===== src/rtl/sseg_capture.sv =====
// sseg_capture: recovers the four digits shown on a multiplexed
// 7-segment bus as raw patterns, hex nibbles and frame pulses.
module sseg_capture #(
  parameter int SETTLE  = 4,
  parameter int TIMEOUT = 2**20
) (
  input  logic        clk,
  input  logic        rst,
  input  logic [6:0]  sseg,
  input  logic [3:0]  an,
  output logic [27:0] ssegValues,
  output logic [15:0] hex,
  output logic [3:0]  hex_valid,
  output logic        frame_valid,
  output logic        err,
  output logic        stale
);

  localparam int CW = $clog2(SETTLE + 1);
  localparam int IW = $clog2(TIMEOUT + 1);
  localparam logic [CW-1:0] CMAX = CW'(SETTLE);
  localparam logic [CW-1:0] CSMP = CW'(SETTLE - 1);
  localparam logic [IW-1:0] IMAX = IW'(TIMEOUT);

  typedef enum logic [1:0] {
    S_WAIT,
    S_SAMPLE,
    S_HOLD
  } state_e;

  logic [10:0]   s1_q;
  logic [10:0]   s2_q;
  logic [10:0]   prev_q;
  logic [CW-1:0] cnt_q;
  logic [CW-1:0] cnt_d;
  logic          chg;

  state_e        st_q;
  logic [IW-1:0] idle_q;
  logic [3:0]    seen_q;
  logic [27:0]   vals_q;
  logic [15:0]   hex_q;
  logic [3:0]    hv_q;
  logic          fv_q;
  logic          err_q;

  logic [3:0]    an_s;
  logic [6:0]    seg_s;
  logic [1:0]    idx;
  logic [3:0]    dbit;
  logic          one;
  logic          multi;
  logic [4:0]    dv;

  function automatic logic [4:0] dec(input logic [6:0] p);
    logic [4:0] r;
    case (p)
      7'b1000000: r = 5'h10;
      7'b1111001: r = 5'h11;
      7'b0100100: r = 5'h12;
      7'b0110000: r = 5'h13;
      7'b0011001: r = 5'h14;
      7'b0010010: r = 5'h15;
      7'b0000010: r = 5'h16;
      7'b1111000: r = 5'h17;
      7'b0000000: r = 5'h18;
      7'b0010000: r = 5'h19;
      7'b0001000: r = 5'h1A;
      7'b0000011: r = 5'h1B;
      7'b1000110: r = 5'h1C;
      7'b0100001: r = 5'h1D;
      7'b0000110: r = 5'h1E;
      7'b0001110: r = 5'h1F;
      default:    r = 5'h00;
    endcase
    return r;
  endfunction

  assign chg = (s2_q != prev_q);

  always_comb begin
    cnt_d = cnt_q;
    if (chg) begin
      cnt_d = '0;
    end else if (cnt_q != CMAX) begin
      cnt_d = cnt_q + 1'b1;
    end
  end

  always_ff @(posedge clk or negedge rst) begin
    if (!rst) begin
      s1_q   <= '1;
      s2_q   <= '1;
      prev_q <= '1;
      cnt_q  <= '0;
    end else begin
      s1_q   <= {an, sseg};
      s2_q   <= s1_q;
      prev_q <= s2_q;
      cnt_q  <= cnt_d;
    end
  end

  // prev_q still holds the settled value even if the bus moves in SAMPLE
  assign an_s  = prev_q[10:7];
  assign seg_s = prev_q[6:0];
  assign dv    = dec(seg_s);
  assign dbit  = 4'b0001 << idx;

  always_comb begin
    idx   = 2'd0;
    one   = 1'b1;
    multi = 1'b0;
    unique case (an_s)
      4'b1110: idx = 2'd3;
      4'b1101: idx = 2'd2;
      4'b1011: idx = 2'd1;
      4'b0111: idx = 2'd0;
      4'b1111: one = 1'b0;
      default: begin
        one   = 1'b0;
        multi = 1'b1;
      end
    endcase
  end

  always_ff @(posedge clk or negedge rst) begin
    if (!rst) begin
      st_q   <= S_WAIT;
      idle_q <= '0;
      seen_q <= '0;
      vals_q <= 28'h7FFFFFF;
      hex_q  <= '0;
      hv_q   <= '0;
      fv_q   <= 1'b0;
      err_q  <= 1'b0;
    end else begin
      fv_q  <= 1'b0;
      err_q <= 1'b0;
      // any single-digit capture counts as activity, decoded or not
      if (st_q == S_SAMPLE && one) begin
        idle_q <= '0;
      end else if (idle_q != IMAX) begin
        idle_q <= idle_q + 1'b1;
      end
      unique case (st_q)
        S_WAIT: begin
          if (cnt_d == CSMP) begin
            st_q <= S_SAMPLE;
          end
        end
        S_SAMPLE: begin
          st_q <= chg ? S_WAIT : S_HOLD;
          if (multi) begin
            err_q <= 1'b1;
          end
          if (one) begin
            vals_q[7*idx +: 7] <= seg_s;
            hex_q[4*idx +: 4]  <= dv[3:0];
            hv_q[idx]          <= dv[4];
            if ((seen_q | dbit) == 4'hF) begin
              fv_q   <= 1'b1;
              seen_q <= '0;
            end else begin
              seen_q <= seen_q | dbit;
            end
          end
        end
        S_HOLD: begin
          if (chg) begin
            st_q <= S_WAIT;
          end
        end
        default: st_q <= S_WAIT;
      endcase
    end
  end

  assign ssegValues  = vals_q;
  assign hex         = hex_q;
  assign hex_valid   = hv_q;
  assign frame_valid = fv_q;
  assign err         = err_q;
  assign stale       = (idle_q == IMAX);

endmodule

===== config.mk =====
export PLATFORM = sky130hd
export DESIGN_NAME = sseg_capture
export DESIGN_NICKNAME = d
export VERILOG_FILES = /design/src/rtl/sseg_capture.sv
export SDC_FILE = /design/constraint.sdc
export NUM_CORES = 1
export LEC_CHECK = 0
export ABC_AREA = 1
export CAP_MARGIN = 20
export CORE_MARGIN = 5
export CORE_UTILIZATION = 50
export CTS_CLUSTER_DIAMETER = 120
export DETAILED_ROUTE_END_ITERATION = 12
export GPL_TIMING_DRIVEN = 1
export PLACE_DENSITY = 0.76
export SYNTH_ARGS = -nofsm -noshare
export SYNTH_HDL_FRONTEND = slang
export SYNTH_SLANG_ARGS = --single-unit

===== constraint.sdc =====
create_clock -name clk -period 2 [get_ports clk]
set_input_delay 0.5 -clock clk [delete_from_list [all_inputs] [get_ports clk]]
set_output_delay 0.5 -clock clk [all_outputs]
set_load 0.005 [all_outputs]

==> results.toml <==
[sta]
setup_slack_ns = -0.115
max_slew_margin_pct = 60.4
period_minus_slack_ns = 2.11
finalHoldViolations = 0
setup_viol = 14
max_freq_mhz = 473
rsz0062_at_grt = "yes"
worstMarginPinSlew_ns = 0.594
slew_viol_final = 0
finalCritPeriodShare_pct = 106
fin_skew_ns = 0.00434

[floorplan]
num_rows = 37
ios = 64
start_util_pct = 50.4
dieHeight_um = 111
core_region_area_mm2 = 0.0102
dieWidth_um = 111
die_area_mm2 = 0.0124

[synthesis]
synth_cells = 585
synth_compound_area_share_pct = 5.02
synth_top_area_cell = "dfstp_2"
synth_area_leaders = "dfstp_2 31%, dfrtp_1 26%, nand2_1 13%, inv_1 4.6%, nor2_1 3.9%"
synth_nets = 609
synth_top_family_by_area = "simple AND/OR/NAND/NOR gates"
synthesis.area_mm2 = 0.00514
synth_top_area_share_pct = 30.7
synth_fa_ha_area_share_pct = 2.68
async_flop_share_pct = 100
ys_seq_area_share_pct = 56.5
syn_area_per_cell_um2 = 8.78
synth_cell_type_count = 35
synth_mux_area_share_pct = 0.195
synth_xor_area_share_pct = 1.88
yosys.area_share.simple_pct = 27.3
synth-main-ff-cell = "dfstp_2"
yosys_warnings = 0
synth_edf_count = 0
ys_ff_latch = 113

[job]
drv_cap = 0

[power_and_ir_drop]
p_leak_uw = 0.00348
power.total_uw = 5520
ir_worst_vdd_mv = 0.588
p_per_area_mw_per_mm2 = 779

[worst_setup_path]
slowest_delay_ns = 0.39
slowest_stage = "dfrtp_1"
crit_fanout = 2
worstPathRequired_ns = 1.50
arrival_ns = 1.61
end_kind = "primary output"
r2r-start = "prev_q[9]$_DFF_PN1_"
crit_path_start_kind = "flop"
critical_path_class = "flop to primary output"
startpoint = "idle_q[0]$_DFFE_PN0P_"
crit_chain = "inv_2 -> ha_4 -> nand3_2 -> nor4_2 -> buf_2"

[worst_hold_path]
hold_path.class = "primary input to asynchronous set/reset pin"

[cells_and_area]
post-route-cell-area_mm2 = 0.00708
fillers = 741
drive_gt1_share_pct = 28.8
nNetsFinal = 730
antennaDiodeCount = 0
final_cell_mix = "177 x nand2_1, 60 x dfstp_2, 56 x inv_1"
mostFrequentLayoutCell = "nand2_1"
area_growth_pct = 37.9

[clock_tree]
cts_tree = "done"
clock_latency_ns = 0.52
numCtsBuffers = 17
htree_levels = 4
cts-root-buf = "clkbuf_8"
clockBufferDepth = 2
clk_pin_slew_ns = 0.06
cts.sinks = 113

[drt]
drtPass1Iterations = 5
antenna_left = 0
vias_per_cell = 5.19
routed_wirelength_um = 12800
wl_per_cell_um = 15.0
num_vias = 4434
drc = 0
drt_iter0_drc = 244

[status]
violations = "negative setup slack"
outcome = "finished, violations left"

[placement]
portBuffers = 63
place_hpwl_um = 8440
post_dp_cell_area_mm2 = 0.00614
gp_congestion = 0.888

[global_route]
grt_max_degree = 114
grt_pass1_wl_um = 20200
grt_pass1_vias = 4300
grt_usage_pct = 20.0
grt-ovfl-total = 0
antenna_found_initial = 0
## where the power goes
group	total [uW]	internal, uW	switching, uW
combinational	277	104	173
clock	2860	1790	1060
sequential	2380	2350	29.2
total	5520	4250	1270
## metrics by stage
step	setup slack [ns]	cells	hold slack, ns	setup TNS, ns	util (%)
after floorplan	0.0130	585	0.204	0	-
after global placement	-0.0332	807	0.345	-0.0332	60.3
after detailed placement	-0.0665	807	0.347	-0.0665	60.3
after CTS	-0.274	840	0.0771	-0.274	65.9
after global routing	-0.191	855	0.0838	-2.73	69.6
final	-0.115	855	0.0300	-0.787	69.6
## area by class of cell
| cell class | instances | area (um2) | share of cell area (%) |
|---|---|---|---|
| multi-input combinational | 390 | 2120 | 29.9 |
| inverter | 70 | 288 | 4.06 |
| sequential | 113 | 2900 | 41.0 |
| timing repair buffer | 114 | 1030 | 14.6 |
| tap | 136 | 170 | 2.40 |
| clock inverter | 11 | 100 | 1.41 |
| clock buffer | 21 | 472 | 6.66 |
## worst max-delay path, delay by kind of cell (launching register included)
family | cells | cell delay, ns
adder cells (fa/ha/maj) | 1 | 0.13
AND/OR/NAND/NOR | 2 | 0.34
buffers and inverters | 2 | 0.24
flip-flops | 1 | 0.39
## cells in the mapped netlist, types with 7 or more instances
master and n:
nand2_1 180, inv_1 63, dfstp_2 60, dfrtp_1 53, nor2_1 53, nand3_1 35, nand4_1 16, o21ai_0 16
o21ai_1 15, a21oi_1 11, ha_1 11, nor3_1 8, buf_2 7
## flip-flops by register name, summed over array words and instances (netlist names)
signal / flops
ssegValues: 28
seen_q: 4
err: 1
st_q: 2
hex_valid: 4
frame_valid: 1
idle_q: 21
cnt_q: 3
hex: 16
prev_q: 11
s2_q: 11
s1_q: 11
## cells by family (layout without fill, tap and decap cells)
| group | Yosys count | after routing |
|---|---|---|
| AO/OA/AOI/OAI | 48 | 48 |
| adder cells (fa/ha/maj) | 11 | 11 |
| XOR/XNOR | 11 | 11 |
| AND/OR/NAND/NOR | 319 | 319 |
| flip-flops | 113 | 113 |
| multiplexers | 1 | 1 |
| buffers and inverters | 82 | 216 |
## routing by layer
layer | global-route usage (%) | vias up | wire length, um | part of all wire (%)
met4 | 8.27 | 0 | 319 | 2.5
met2 | 30.8 | 154 | 6260 | 49
li1 | - | 2097 | - | -
met1 | 27.1 | 2154 | 5570 | 43
met3 | 5.38 | 29 | 696 | 5.4
met5 | 0 | - | 0 | 0
## what timing repair did
item                                    in CTS  in global routing
pin swaps                                    3                 17
buffers inserted                             1                 15
gates resized for setup                     36                 64
hold buffers                                 0                  0
endpoints found under the setup margin      29                 45
## path summary, 6_finish.rpt
path / end / depth (start not counted) / slack (ns)
setup reg to reg: ssegValues[7]$_DFFE_PN1P_ / 9 / -0.09
hold reg to reg: s2_q[6]$_DFF_PN1_ / 0 / 0.35
hold / removal: seen_q[1]$_DFFE_PN0P_ / 2 / 0.03
setup / recovery: stale / 5 / -0.11
max in group asynchronous: idle_q[18]$_DFFE_PN0P_ / 2 / 1.51
min in group clk: s2_q[6]$_DFF_PN1_ / 0 / 0.35
Power figures use the tool's default switching activity.
